<file path="src/rtl/control_vga_pkg.sv">
// Shared timing, layout and colour constants for the VGA clock/date/timer renderer.
package control_vga_pkg;

  typedef logic [10:0] coord_t;
  typedef logic [11:0] rgb_t;

  localparam int VGA_H_VIS   = 640;
  localparam int VGA_H_FP    = 16;
  localparam int VGA_H_SYNC  = 96;
  localparam int VGA_H_BP    = 48;
  localparam int VGA_V_VIS   = 480;
  localparam int VGA_V_FP    = 10;
  localparam int VGA_V_SYNC  = 2;
  localparam int VGA_V_BP    = 33;
  localparam int VGA_PIX_DIV = 4;
  localparam int VGA_BLINK   = 5;

  // Bands stack vertically on a 140-line pitch; fields sit 20 lines below the band top.
  localparam int BAND_X0     = 60;
  localparam int BAND_X1     = 579;
  localparam int BAND_Y0     = 30;
  localparam int BAND_PITCH  = 140;
  localparam int BAND_H      = 140;
  localparam int FRAME_W     = 4;
  localparam int FIELD_X0    = 80;
  localparam int FIELD_PITCH = 180;
  localparam int FIELD_W     = 120;
  localparam int FIELD_DY    = 20;
  localparam int FIELD_H     = 100;
  localparam int IND_X0      = 600;
  localparam int IND_X1      = 629;
  localparam int FMT_Y0      = 40;
  localparam int FMT_Y1      = 69;
  localparam int PM_Y0       = 80;
  localparam int PM_Y1       = 109;

  localparam rgb_t C_BLACK   = 12'h000;
  localparam rgb_t C_BG      = 12'h008;
  localparam rgb_t C_FIELD   = 12'h0F0;
  localparam rgb_t C_HILITE  = 12'hFF0;
  localparam rgb_t C_FRAME   = 12'hFFF;
  localparam rgb_t C_ALARM   = 12'hF00;
  localparam rgb_t C_IND_ON  = 12'hF00;
  localparam rgb_t C_PM      = 12'h0FF;
  localparam rgb_t C_IND_OFF = 12'h444;

  function automatic logic in_rect(input coord_t x, input coord_t y,
                                   input int x0, input int x1, input int y0, input int y1);
    return (int'(x) >= x0) && (int'(x) <= x1) && (int'(y) >= y0) && (int'(y) <= y1);
  endfunction

endpackage

</file>
<file path="src/rtl/control_vga_sync.sv">
// Pixel-rate divider, raster counters, sync/visible decode and frame counter (unregistered outputs).
module vga_sync
  import control_vga_pkg::*;
#(
  parameter int H_VIS     = VGA_H_VIS,
  parameter int H_FP      = VGA_H_FP,
  parameter int H_SYNC    = VGA_H_SYNC,
  parameter int H_BP      = VGA_H_BP,
  parameter int V_VIS     = VGA_V_VIS,
  parameter int V_FP      = VGA_V_FP,
  parameter int V_SYNC    = VGA_V_SYNC,
  parameter int V_BP      = VGA_V_BP,
  parameter int PIX_DIV   = VGA_PIX_DIV,
  parameter int BLINK_BIT = VGA_BLINK
) (
  input  logic   reloj_nexys,
  input  logic   reset_total,
  output coord_t h_cnt,
  output coord_t v_cnt,
  output logic   hsync_n,
  output logic   vsync_n,
  output logic   visible,
  output logic   blink_off
);

  localparam int H_TOTAL = H_VIS + H_FP + H_SYNC + H_BP;
  localparam int V_TOTAL = V_VIS + V_FP + V_SYNC + V_BP;
  localparam int DIV_W   = (PIX_DIV > 1) ? $clog2(PIX_DIV) : 1;

  logic [DIV_W-1:0]   div_cnt;
  logic [BLINK_BIT:0] frame_cnt;
  logic               pix_en;
  logic               h_last;

  assign pix_en = (div_cnt == DIV_W'(PIX_DIV - 1));
  assign h_last = (h_cnt == coord_t'(H_TOTAL - 1));

  always_ff @(posedge reloj_nexys or negedge reset_total) begin
    if (!reset_total) begin
      div_cnt   <= '0;
      h_cnt     <= '0;
      v_cnt     <= '0;
      frame_cnt <= '0;
    end else begin
      div_cnt <= pix_en ? '0 : div_cnt + 1'b1;
      if (pix_en) begin
        if (h_last) begin
          h_cnt <= '0;
          v_cnt <= (v_cnt == coord_t'(V_TOTAL - 1)) ? '0 : v_cnt + 1'b1;
          // Frame count steps as the raster enters vertical sync.
          if (v_cnt == coord_t'(V_VIS + V_FP - 1))
            frame_cnt <= frame_cnt + 1'b1;
        end else begin
          h_cnt <= h_cnt + 1'b1;
        end
      end
    end
  end

  assign hsync_n   = !((int'(h_cnt) >= H_VIS + H_FP) && (int'(h_cnt) < H_VIS + H_FP + H_SYNC));
  assign vsync_n   = !((int'(v_cnt) >= V_VIS + V_FP) && (int'(v_cnt) < V_VIS + V_FP + V_SYNC));
  assign visible   = (int'(h_cnt) < H_VIS) && (int'(v_cnt) < V_VIS);
  assign blink_off = frame_cnt[BLINK_BIT];

endmodule

</file>
<file path="src/rtl/control_vga.sv">
// VGA renderer: region decode of the raster position, colour priority mux and output registers.
module control_vga
  import control_vga_pkg::*;
#(
  parameter int H_VIS     = VGA_H_VIS,
  parameter int H_FP      = VGA_H_FP,
  parameter int H_SYNC    = VGA_H_SYNC,
  parameter int H_BP      = VGA_H_BP,
  parameter int V_VIS     = VGA_V_VIS,
  parameter int V_FP      = VGA_V_FP,
  parameter int V_SYNC    = VGA_V_SYNC,
  parameter int V_BP      = VGA_V_BP,
  parameter int PIX_DIV   = VGA_PIX_DIV,
  parameter int BLINK_BIT = VGA_BLINK
) (
  input  logic        reloj_nexys,
  input  logic        reset_total,
  input  logic [1:0]  direc_prog,
  input  logic [2:0]  prog_hora,
  input  logic [2:0]  prog_fecha,
  input  logic [2:0]  prog_crono,
  input  logic        crono_final,
  input  logic        tiempo,
  input  logic        formato,
  output logic [11:0] color_salida,
  output logic        hsync,
  output logic        vsync
);

  coord_t     h_cnt, v_cnt;
  logic       hsync_n, vsync_n, visible, blink_off;
  logic [8:0] field_hit, prog_all;
  logic [2:0] frame_hit;
  logic       fmt_hit, pm_hit;
  rgb_t       color_next;

  vga_sync #(
    .H_VIS(H_VIS), .H_FP(H_FP), .H_SYNC(H_SYNC), .H_BP(H_BP),
    .V_VIS(V_VIS), .V_FP(V_FP), .V_SYNC(V_SYNC), .V_BP(V_BP),
    .PIX_DIV(PIX_DIV), .BLINK_BIT(BLINK_BIT)
  ) u_sync (
    .reloj_nexys(reloj_nexys),
    .reset_total(reset_total),
    .h_cnt      (h_cnt),
    .v_cnt      (v_cnt),
    .hsync_n    (hsync_n),
    .vsync_n    (vsync_n),
    .visible    (visible),
    .blink_off  (blink_off)
  );

  assign prog_all = {prog_crono, prog_fecha, prog_hora};
  assign fmt_hit  = in_rect(h_cnt, v_cnt, IND_X0, IND_X1, FMT_Y0, FMT_Y1);
  assign pm_hit   = in_rect(h_cnt, v_cnt, IND_X0, IND_X1, PM_Y0, PM_Y1);

  generate
    for (genvar k = 0; k < 3; k++) begin : g_band
      localparam int Y0 = BAND_Y0 + k * BAND_PITCH;
      localparam int Y1 = Y0 + BAND_H - 1;
      // Frame ring: inside the band rectangle but outside its 4-pixel inset.
      assign frame_hit[k] = (direc_prog == 2'(k + 1))
                         && in_rect(h_cnt, v_cnt, BAND_X0, BAND_X1, Y0, Y1)
                         && !in_rect(h_cnt, v_cnt, BAND_X0 + FRAME_W, BAND_X1 - FRAME_W,
                                     Y0 + FRAME_W, Y1 - FRAME_W);
      for (genvar j = 0; j < 3; j++) begin : g_field
        assign field_hit[3*k+j] = in_rect(h_cnt, v_cnt,
                                          FIELD_X0 + j * FIELD_PITCH,
                                          FIELD_X0 + j * FIELD_PITCH + FIELD_W - 1,
                                          Y0 + FIELD_DY, Y0 + FIELD_DY + FIELD_H - 1);
      end
    end
  endgenerate

  always_comb begin
    color_next = C_BLACK;
    if (visible) begin
      if (fmt_hit)
        color_next = formato ? C_IND_ON : C_IND_OFF;
      else if (pm_hit)
        color_next = (formato && tiempo) ? C_PM : C_IND_OFF;
      else if (|frame_hit)
        color_next = C_FRAME;
      else if (crono_final && !blink_off && |field_hit[8:6])
        color_next = C_ALARM;
      else if (|(field_hit & prog_all))
        color_next = C_HILITE;
      else if (|field_hit)
        color_next = C_FIELD;
      else
        color_next = C_BG;
    end
  end

  always_ff @(posedge reloj_nexys or negedge reset_total) begin
    if (!reset_total) begin
      color_salida <= C_BLACK;
      hsync        <= 1'b1;
      vsync        <= 1'b1;
    end else begin
      color_salida <= color_next;
      hsync        <= hsync_n;
      vsync        <= vsync_n;
    end
  end

endmodule

</file>
<file path="config.mk">
export PLATFORM = sky130hd
export DESIGN_NAME = control_vga
export DESIGN_NICKNAME = d
export VERILOG_FILES = /design/src/rtl/control_vga_pkg.sv /design/src/rtl/control_vga_sync.sv /design/src/rtl/control_vga.sv
export SDC_FILE = /design/constraint.sdc
export NUM_CORES = 1
export LEC_CHECK = 0
export ABC_AREA = 1
export BUFFER_PORTS_ARGS = -buffer_cell sky130_fd_sc_hd__buf_2
export CAP_MARGIN = 10
export CORE_ASPECT_RATIO = 1.5
export CORE_MARGIN = 3
export CORE_UTILIZATION = 45
export CTS_BUF_LIST = sky130_fd_sc_hd__clkbuf_2 sky130_fd_sc_hd__clkbuf_4 sky130_fd_sc_hd__clkbuf_8
export DETAILED_ROUTE_END_ITERATION = 10
export HOLD_SLACK_MARGIN = 0.08
export PLACE_DENSITY_LB_ADDON = 0.08
export SYNTH_ARGS = -nofsm -noshare
export SYNTH_HDL_FRONTEND = slang
export SYNTH_SLANG_ARGS = --single-unit
</file>
<file path="constraint.sdc">
create_clock -name reloj_nexys -period 1.65 [get_ports reloj_nexys]
set_input_delay 0.2475 -clock reloj_nexys [delete_from_list [all_inputs] [get_ports reloj_nexys]]
set_output_delay 0.2475 -clock reloj_nexys [all_outputs]
set_load 0.02 [all_outputs]
</file>
* Word level (Yosys, flattened, before mapping)
Cells that the tools add are included.
** Storage, ports and cells
- Input bits :: 16
- Logic and storage cells :: 135
- Register bits after elaboration :: 44
- Output and inout bits :: 14
** Operators by class
- Magnitude comparators :: 40
- Eq/ne operators :: 7
- Bitwise gates (word level) :: 1
- Multiplexer cells :: 12
- Reductions and logical operators :: 64
- $add $sub $neg :: 4
** Operators with widths (count)
- 12-bit two-way mux :: 7
- 11-bit by 9-bit <= comparator with 1-bit output, second input constant :: 7
- 11-bit by 9-bit greater-or-equal comparator with 1-bit output, second input constant :: 6
- 1-bit logical AND :: 52
- 11-bit by 6-bit greater-or-equal comparator with 1-bit output, second input constant :: 4
- 11-bit by 10-bit <= comparator with 1-bit output, second input constant :: 4
- 11-bit by 8-bit <= comparator with 1-bit output, second input constant :: 4
- 11-bit by 7-bit greater-or-equal comparator with 1-bit output, second input constant :: 3
- 11-bit by 8-bit greater-or-equal comparator with 1-bit output, second input constant :: 3
- 11-bit two-way mux :: 3
- 11-bit by 1-bit adder with 11-bit output, second input constant :: 2
- 11-bit by 10-bit == test with 1-bit output, second input constant :: 2
- 11-bit by 10-bit greater-or-equal comparator with 1-bit output, second input constant :: 2
- 11-bit by 7-bit <= comparator with 1-bit output, second input constant :: 2
- 11-bit by 10-bit < comparator with 1-bit output, second input constant :: 2
- 11-bit by 9-bit < comparator with 1-bit output, second input constant :: 2
- 9-bit OR reduction :: 2
- 11-bit by 9-bit == test with 1-bit output, second input constant :: 1
- 11-bit by 5-bit greater-or-equal comparator with 1-bit output, second input constant :: 1
- 9-bit AND :: 1
- 8-bit two-way mux :: 1
- 6-bit by 1-bit adder with 6-bit output, second input constant :: 1
- 2-bit == test, second input constant :: 3
- 1-bit zero test :: 6
- other kinds (6) :: 7

* Logic depth before layout (Yosys ltp)
Gate-level depths: netlist of run 1.
- Depth in word-level cells :: 12
- Mapped depth :: 16
- Gate-level depth less buffers :: 16

* By module
Synthesis of run 1 repeated with hierarchy kept, for this count alone.
** Unflattened totals
- Cells, all modules :: 562
- Area, all modules :: 3389.5 um^2
** By module, submodules not included
- vga_sync :: cells each 258, times used 1, seq. area each 750.7 um^2, area an instance 1851.8 um^2
- control_vga :: cells each 304, times used 1, seq. area each 227.7 um^2, area an instance 1537.7 um^2

* Worst setup path after synthesis of run 1
Ideal clock, no wire load.
- Kind :: reg2reg
- From :: reg u_sync.v_cnt[1]
- To :: reg color_salida[6]
- Library setup time :: 0.117 ns
- Cell stages (with the launch flop) :: 16
- Data required time :: 1.533 ns
- Setup slack :: -0.098 ns
- Period minus slack after synthesis :: 1.748 ns
- Arrival :: 1.631 ns
- Path buffers :: 0
- Cell sequence :: dfrtp_1 inv_1 ha_1 inv_1 nor2_2 inv_2 nor2_1 nand2_1 nand3_1 nand2_2 a21oi_2 a21oi_2 nor2_2 inv_1 nand2_1 nand2_1
** Between the ends
- Longest elaborated chain between the ends :: 11
- Elaborated cells between the ends (all ways) :: 80
- Classes of those cells :: order compare: 23; mux: 7; bitwise: 1; reduce/logical: 49
** RTL lines
- start, declared :: RTL line control_vga_sync.sv:19 : output coord_t v_cnt,
- start signal, assigned :: RTL line control_vga_sync.sv:49 : v_cnt <= (v_cnt == coord_t'(V_TOTAL - 1)) ? '0 : v_cnt + 1'b1;
- 11-bit by 6-bit greater-or-equal comparator with 1-bit output, or another cell as far along :: RTL line control_vga_pkg.sv:49 : return (int'(x) >= x0) && (int'(x) <= x1) && (int'(y) >= y0) && (int'(y) <= y1);
- 1-bit logical AND (2 in series) :: RTL line control_vga_pkg.sv:49
- 9-bit OR reduction / 9-bit AND (equally long branches) :: RTL line control_vga.sv:87, control_vga.sv:85
- 8-bit two-way mux / 9-bit OR reduction (equally long branches) :: RTL line control_vga.sv:87, control_vga.sv:85
- 12-bit two-way mux :: RTL line control_vga.sv:85 : else if (|(field_hit & prog_all))
- 12-bit two-way mux :: RTL line control_vga.sv:83 : else if (crono_final && !blink_off && |field_hit[8:6])
- 12-bit two-way mux :: RTL line control_vga.sv:81 : else if (|frame_hit)
- 12-bit two-way mux :: RTL line control_vga.sv:79 : else if (pm_hit)
- 12-bit two-way mux :: RTL line control_vga.sv:77 : if (fmt_hit)
- 12-bit two-way mux * :: RTL line control_vga.sv:76 : if (visible) begin
- named net color_next[6] :: RTL line control_vga.sv:35 : rgb_t color_next;
- end signal, assigned :: RTL line control_vga.sv:100 : color_salida <= color_next;
- end, declared :: RTL line control_vga.sv:25 : output logic [11:0] color_salida,
Mark *: on every way through the listed nets, which the timed path passes. The rest lies on a longest branch.
A chain may end at the register's enable or synchronous reset.

* Worst setup path in the final report of run 1
- From :: reg u_sync.v_cnt[1]
- To :: reg u_sync.v_cnt[7]
** Between the ends
- Longest elaborated chain between the ends :: 2
- Elaborated cells between the ends (all ways) :: 3
- Classes of those cells :: add/sub: 1; eq/ne: 1; mux: 1
** RTL lines (RTL line)
- 11-bit by 1-bit adder with 11-bit output / 11-bit by 10-bit == test with 1-bit output (equally long branches) :: control_vga_sync.sv:49
- 11-bit two-way mux * :: control_vga_sync.sv:49
Every way passes the cells marked *; elsewhere a longest branch is shown, timed or not.

==> flow_summary.rst, run 1 <==
.. list-table::
   :header-rows: 1

   * - Metric
     - Value
   * - R2r startpoint
     - u_sync.v_cnt[1]
   * - Number of register bits inferred by synthesis
     - 39
   * - Final setup violation count
     - 23
   * - CP peak stage delay
     - 430 ps
   * - Instance area after placement
     - 4440 µm²
   * - Final Instance Area
     - 5600 µm²
   * - Total I/O pin count
     - 30
   * - Leakage
     - 2.84 nW
   * - Post-place setup slack
     - -324 ps
   * - Via count of the first global-routing pass
     - 4,447
   * - Nets in the synthesized netlist
     - 532
   * - Max-slew headroom at the worst pin
     - 0.623
   * - Longest Clk Path Bufs
     - 2
   * - Share of synthesized area occupied by flip-flops and latches
     - 0.292
   * - Clock Skew
     - 6.08 ps
   * - Wire length per cell after detailed routing
     - 16.8 µm
   * - Global-route wire length before repair
     - 19,900 µm
   * - Critical Path Source
     - u_sync.v_cnt[1]
   * - Data required time of the worst path
     - 1840 ps
   * - Antenna violations before repair
     - 0
   * - DR DRC count
     - 0
   * - Post-layout net count
     - 712
   * - Commonest cells after routing, fill and taps aside
     - buf_4 (140), nand2_1 (80), inv_1 (52)
   * - CTS Buf Count
     - 5
   * - DPL Wire Length
     - 9120 µm
   * - Initial Utilization
     - 0.477
   * - Sum of routed wire length over all layers
     - 13,200 µm
   * - Power per cell area
     - 315 nW/µm²
   * - Post-route setup slack
     - -344 ps
   * - Final setup TNS
     - -4930 ps
   * - Synth warnings
     - 0
   * - Antenna Nets Post-Route
     - 0
   * - Quantity of I/O buffers inserted on ports
     - 29
   * - Unrepaired setup endpoints after global routing
     - true
   * - Endpoint of the worst-slack reg-to-reg timing path
     - u_sync.v_cnt[7]
   * - Synth top area share
     - 0.276
   * - Number of iterations in the first detailed-routing pass
     - 5
   * - Largest net degree at the start of global routing
     - 21
   * - Clock network latency to the later pin of the worst-skew pair
     - 300 ps
   * - Highest clock frequency the design can meet
     - 502 MHz
   * - Count of vias placed by the detailed router
     - 4,207
   * - Site Rows
     - 37
   * - Height of the die
     - 112 µm
   * - Max-slew violation count
     - 0
   * - Post-layout util
     - 0.795
   * - # H-tree levels
     - 2
   * - Worst setup SP type
     - register
   * - GP Congestion
     - 0.922
   * - WP buf/inv
     - 5
   * - Worst-margin pin slew
     - 566 ps
   * - Layout overhead on the synthesized area
     - 66.9%
   * - Number of fillers in the final layout
     - 516
   * - Slowest-stage cell, CP
     - dfrtp_1
   * - Cell count along the critical path
     - 10
   * - Clock tree from TritonCTS
     - yes
   * - Critical path capture point
     - u_sync.v_cnt[7]
   * - Maximum ir drop on the vdd rail
     - 0.442 mV
   * - Die area
     - 8540 µm²
   * - Core area
     - 7040 µm²
   * - Average via count per standard cell
     - 5.35
   * - Final Hold Vio Count
     - 0
   * - Clock root buffer master
     - clkbuf_8
   * - Number of unique standard cell types used by synthesis
     - 40
   * - Netlist area before placement
     - 3350 µm²
   * - Post-synthesis cell type with the largest combined area
     - dfrtp_1
   * - Global-route usage over all layers
     - 0.288
   * - Worst R2R Path Depth
     - 10
   * - Critical path endpoint category
     - register
   * - Number of maximum-capacitance violations
     - 0
   * - Leading post-synthesis cells by cell area
     - dfrtp_1 (28%), nand2_1 (12%), nand3_1 (8.5%), inv_1 (7.4%), nor2_1 (6.8%)
   * - HP Class
     - primary input to register
   * - Clock-pin slew on the worst setup and hold paths
     - 80 ps
   * - Signal arrival time at the worst endpoint
     - 2190 ps
   * - Most common library cell in the layout ignoring fill and taps
     - buf_4
   * - Kind of cell with the highest combined delay on the critical path
     - simple AND/OR/NAND/NOR gates
   * - Antenna cell count
     - 0
   * - Synthesized area per cell
     - 6.60 µm²
   * - Cells after synthesis
     - 508
   * - Status
     - finished, violations left
   * - Post-route fraction of the period consumed by the critical path
     - 1.21
   * - Maximum fanout along the worst path
     - 5
   * - Die width
     - 76.5 µm
   * - Global route total overflow
     - 0
   * - Count of routing violations after the opening detailed-route iteration
     - 262
   * - Share of post-route cells with drive strength above 1
     - 0.553
   * - Clock Sink Count
     - 39
   * - Final worst path period need
     - 1990 ps
   * - Classification of the worst setup path
     - register to register
   * - Worst-path cell chain
     - inv_2 -> buf_4 -> buf_6 -> ha_4 -> inv_2 -> nor4_4 -> nand4_1 -> buf_6 -> o21ai_4 -> a21oi_1
   * - Violated checks
     - negative setup slack
   * - Slack of the worst reg-to-reg path
     - -340 ps
   * - Hold Worst Slack
     - 241 ps
-- state kept, by name, summed over array words and instances (netlist names) --
name	count
u_sync.frame_cnt	6
u_sync.div_cnt	2
color_salida	7
u_sync.h_cnt	11
u_sync.v_cnt	11
hsync	1
vsync	1
-- stage by stage --
step	cells	total power, mW
floorplan	508	0.979
global placement	737	1.02
detailed placement	737	1.03
CTS	769	1.78
global route	786	1.84
finish	786	1.76
-- worst reg2reg max path, cell delays in order, from the launching register on --
cell,delay [ps]
dfrtp_1,430
inv_2,90
buf_4,110
buf_6,100
ha_4,120
inv_2,40
nor4_4,380
nand4_1,210
buf_6,200
o21ai_4,140
a21oi_1,80
-- cells in the mapped netlist --
| master | number |
|---|---|
| dfstp_2 | 2 |
| xor2_1 | 11 |
| nand3_2 | 1 |
| nand2_2 | 7 |
| a2111oi_0 | 1 |
| nor2_2 | 9 |
| and3_1 | 1 |
| clkbuf_1 | 1 |
| dfrtp_1 | 37 |
| xnor2_1 | 1 |
| inv_1 | 66 |
| nor2_1 | 61 |
| buf_4 | 8 |
| o2111ai_1 | 1 |
| a21boi_1 | 1 |
| buf_6 | 3 |
| a21boi_0 | 1 |
| nor2_4 | 6 |
| a21oi_1 | 20 |
| nor3_1 | 18 |
| inv_6 | 1 |
| o211ai_1 | 2 |
| ha_1 | 8 |
| nand3_1 | 57 |
| o21ai_1 | 4 |
| nor3b_1 | 2 |
| inv_2 | 14 |
| mux2_2 | 1 |
| o21ai_0 | 16 |
| nor3_2 | 6 |
| buf_2 | 2 |
| or2_1 | 2 |
| a21oi_2 | 5 |
| nand4_1 | 14 |
| o22ai_1 | 2 |
| a31oi_1 | 4 |
| nand4_4 | 1 |
| nor4_1 | 3 |
| nand3b_1 | 1 |
| nand2_1 | 107 |
-- how the worst min path moves through the flow --
stage	start	end	slack [ps]	depth (start not counted)
after global routing	formato	color_salida[9]	250	3
final	formato	color_salida[9]	240	3
after detailed placement	reset_total	u_sync.h_cnt[6]	260	1
after CTS	formato	color_salida[9]	230	3
after global placement	reset_total	u_sync.h_cnt[6]	240	1
after floorplan	reset_total	color_salida[10]	-50	0
-- what timing repair did --
item	4_1_cts	5_1_grt
pin swaps	36	46
setup endpoints to repair	29	29
setup buffers	24	17
hold endpoints to repair	18	0
gates resized for setup	98	105
hold buffers	1	0
-- routing by layer --
layer	vias up	routed length (µm)	track usage	part of all wire
li1	2007	-	-	-
met1	1966	4670	0.287	0.35
met2	167	7040	0.536	0.53
met3	67	568	0.0437	0.043
met4	0	946	0.202	0.072
met5	-	0	0	0
-- kinds of logic (layout without fill, tap and decap cells) --
group	after synthesis	in the layout	synth area share
and+or+nand+nor	296	296	0.421
AOI/OAI and AO/OA	57	57	0.0981
DFF	39	39	0.292
muxes	1	1	0.00336
adders and majority gates	8	8	0.0299
buffers and inverters	95	276	0.124
xor gates and xnor gates	12	12	0.0313
-- report_power, final --
part           internal [mW]  total, mW  leakage [nW]  switching (mW)
logic                 0.0206     0.0532          2.29          0.0326
clock network          0.381      0.752        0.0505           0.371
registers              0.955      0.955         0.498               0
total                   1.36       1.76          2.84           0.404
-- final cells by class --
class	instances	area (µm²)	share of cell area
Inverter	81	329	0.0588
Timing Repair Buffer	187	1420	0.253
Clock buffer	7	96.3	0.0172
Multi-Input combinational cell	374	2630	0.470
Sequential cell	39	995	0.178
Tap cell	97	121	0.0217
Clock inverter	1	7.51	0.00134
Power figures use the tool's default switching activity.
==> run 2, diff against run 1 <==
--- a/config.mk
+++ b/config.mk
@@ -15,6 +15,8 @@
 export DETAILED_ROUTE_END_ITERATION = 10
 export HOLD_SLACK_MARGIN = 0.08
 export PLACE_DENSITY_LB_ADDON = 0.08
+export RECOVER_POWER = 50
+export REMOVE_ABC_BUFFERS = 1
 export SYNTH_ARGS = -nofsm -noshare
 export SYNTH_HDL_FRONTEND = slang
 export SYNTH_SLANG_ARGS = --single-unit
==> run 2 against run 1 <==
  * The flow still finishes with violations (negative setup slack)
  * Via count fell by 0.12%
  * Final cell count fell by 0.76%
  * Combinational power fell by 7.5%
  * Highest routed layer unchanged
==> flow_summary.rst, run 2 (synthesis results as in run 1) <==
.. list-table::
   :header-rows: 1

   * - Metric
     - Value
   * - Met2 Usage GRT
     - 0.520 (-0.0164)
   * - Antenna cell count
     - 0 (unchanged)
   * - Worst setup SP type
     - register
   * - Number of iterations in the first detailed-routing pass
     - 4 (-1)
   * - Highest clock frequency the design can meet
     - 530 MHz (+5.8%)
   * - Clock Skew
     - 4.02 ps (-2.06 ps)
   * - Worst-margin pin slew
     - 777 ps (+212 ps)
   * - Die width
     - 76.5 µm (unchanged)
   * - Max-slew violation count
     - 0 (unchanged)
   * - Global route total overflow
     - 0 (unchanged)
   * - Multi-input gate area
     - 2570 µm² (-2.5%)
   * - HP Start
     - formato
   * - Share of post-route cells with drive strength above 1
     - 0.548 (-0.00539)
   * - Site Rows
     - 37 (unchanged)
   * - Leakage
     - 2.80 nW (-1.5%)
   * - Instance area after placement
     - 4360 µm² (-1.8%)
   * - Largest regs
     - u_sync.h_cnt (11), u_sync.v_cnt (11), color_salida (7)
   * - Status
     - finished, violations left
   * - Clock tree from TritonCTS
     - yes
   * - Global-route met1 utilization
     - 0.284 (-0.00283)
   * - Clock root buffer master
     - clkbuf_8
   * - Count of vias placed by the detailed router
     - 4,202 (-0.12%)
   * - Worst min-delay path endpoint
     - color_salida[9]
   * - Total I/O pin count
     - 30 (unchanged)
   * - Final Instance Area
     - 5460 µm² (-2.4%)
   * - Max-slew headroom at the worst pin
     - 0.482 (-0.141)
   * - Antenna violations before repair
     - 0 (unchanged)
   * - Unrepaired setup endpoints after global routing
     - true
   * - CTS Buf Count
     - 5 (unchanged)
   * - Post-route fraction of the period consumed by the critical path
     - 1.14 (-0.0658)
   * - Commonest cells after routing, fill and taps aside
     - buf_4 (137), nand2_1 (80), inv_1 (51)
   * - DR DRC count
     - 0 (unchanged)
   * - R2r startpoint
     - u_sync.v_cnt[4]
   * - Critical path endpoint category
     - register
   * - # H-tree levels
     - 2 (unchanged)
   * - GP Congestion
     - 0.938 (+1.7%)
   * - Via count of the first global-routing pass
     - 4,126 (-7.2%)
   * - Power per cell area
     - 326 nW/µm² (+3.5%)
   * - Number of instances on the worst hold path
     - 3 (unchanged)
   * - Clock-pin slew on the worst setup and hold paths
     - 80 ps (about the same)
   * - Sum of routed wire length over all layers
     - 12,900 µm (-2.7%)
   * - Classification of the worst setup path
     - register to register
   * - Slack of the worst reg-to-reg path
     - -240 ps (+110 ps)
   * - HP Class
     - primary input to register
   * - Most crowded layer after global routing
     - met2
   * - Initial Utilization
     - 0.477 (unchanged)
   * - Post-route setup slack
     - -235 ps (+109 ps)
   * - Endpoint of the worst-slack reg-to-reg timing path
     - color_salida[7]
   * - Post-layout net count
     - 706 (-0.84%)
   * - Final Hold Vio Count
     - 0 (unchanged)
   * - Clock network latency to the later pin of the worst-skew pair
     - 310 ps (about the same)
   * - Maximum fanout along the worst path
     - 5 (unchanged)
   * - Data required time of the worst path
     - 1860 ps (+20 ps)
   * - Violated checks
     - negative setup slack
   * - Antenna Nets Post-Route
     - 0 (unchanged)
   * - Global-route track usage on met3
     - 0.0405 (-0.00324)
   * - Average via count per standard cell
     - 5.39 (+0.65%)
   * - Layout overhead on the synthesized area
     - 62.9%
   * - Core area
     - 7040 µm² (unchanged)
   * - Count of routing violations after the opening detailed-route iteration
     - 202 (-23%)
   * - Longest Clk Path Bufs
     - 2 (unchanged)
   * - DPL Wire Length
     - 8810 µm (-3.3%)
   * - Global-route usage over all layers
     - 0.279 (-0.00873)
   * - Largest net degree at the start of global routing
     - 27 (+29%)
   * - Number of maximum-capacitance violations
     - 0 (unchanged)
   * - Final worst path period need
     - 1890 ps (-109 ps)
   * - Number of fillers in the final layout
     - 540 (+4.7%)
   * - Signal arrival time at the worst endpoint
     - 2090 ps (-100 ps)
   * - Non-filler instance count after layout
     - 780 (-0.76%)
   * - Die area
     - 8540 µm² (unchanged)
   * - Maximum ir drop on the vdd rail
     - 0.455 mV (+3.0%)
   * - Final setup violation count
     - 23 (unchanged)
   * - Final setup TNS
     - -2740 ps (+2190 ps)
   * - Global-route wire length before repair
     - 19,300 µm (-3.2%)
   * - Most common library cell in the layout ignoring fill and taps
     - buf_4
   * - Clock Sink Count
     - 39 (unchanged)
   * - Wire length per cell after detailed routing
     - 16.5 µm (-1.9%)
   * - Flip-flop and latch area
     - 996 µm² (+0.13%)
   * - Worst R2R Path Depth
     - 12 (+2)
   * - Cells after DPL
     - 730 (-0.95%)
   * - Height of the die
     - 112 µm (unchanged)
   * - Hold Worst Slack
     - 212 ps (-28.3 ps)
   * - Quantity of I/O buffers inserted on ports
     - 29 (unchanged)
==> run 2: changes by cell type in the layout (fill, tap and decap cells not counted), sizes merged <==
cell,before,now
nor2,76,77
buf,186,176
clkbuf,7,11
inv,80,79
clkinv,1,2
clkinvlp,1,0
==> run 2: final cells by class <==
class	count	area share
sequential	39	0.182
inverter	81	0.0598
multi-input combinational	375	0.470
tap	97	0.0222
clock buffer	8	0.0190
timing repair buffer	180	0.247
==> run 2: how the worst max path moves through the flow <==
stage	endpoint	startpoint	cells after the start	slack [ps]
after floorplan	color_salida[6]	u_sync.v_cnt[1]	15	-100
after global placement	color_salida[2]	u_sync.v_cnt[4]	11	-300
after detailed placement	color_salida[2]	u_sync.v_cnt[4]	11	-300
after CTS	color_salida[7]	u_sync.v_cnt[7]	12	-140
after global routing	color_salida[10]	u_sync.h_cnt[7]	12	-380
final	color_salida[7]	u_sync.v_cnt[4]	12	-240
==> run 2: repair_timing <==
item / 4_1_cts / 5_1_grt
hold buffers: 1 / 0
gates resized for setup: 100 / 100
cloned: 1 / 1
pin swaps: 23 / 31
endpoints found under the setup margin: 29 / 29
buffers inserted: 15 / 25
endpoints found under the hold margin: 12 / 0
==> run 2: metal layers <==
layer | wire length, µm | vias up
met3 | 504 | 71
met2 | 6820 | 150
met5 | 0 | -
li1 | - | 1996
met4 | 978 | 0
met1 | 4570 | 1985
==> run 2: critical path, cell delays in order (launching register included) <==
cell and delay [ps]:
dfrtp_2 490, buf_12 170, nor2_4 150, nand2_2 90, a21oi_2 190, or2_1 160
nand2_1 50, nor2_1 110, nand2_2 90, nand2_2 110, nor2_2 40, nand2_1 60
nand2_1 50
==> run 2: power breakdown <==
group          internal [mW]  switching (mW)
Sequential             0.955               0
Combinational         0.0170          0.0321
Clock                  0.399           0.376
==> run 2: through the flow <==
step / utilization / setup slack, ps / power [mW]
final: 0.776 / -235 / 1.78
after CTS: 0.698 / -140 / 1.80
after global routing: 0.776 / -381 / 1.83
after detailed placement: 0.620 / -303 / 1.03
after global placement: 0.620 / -299 / 1.02
after floorplan: - / -97.7 / 0.979
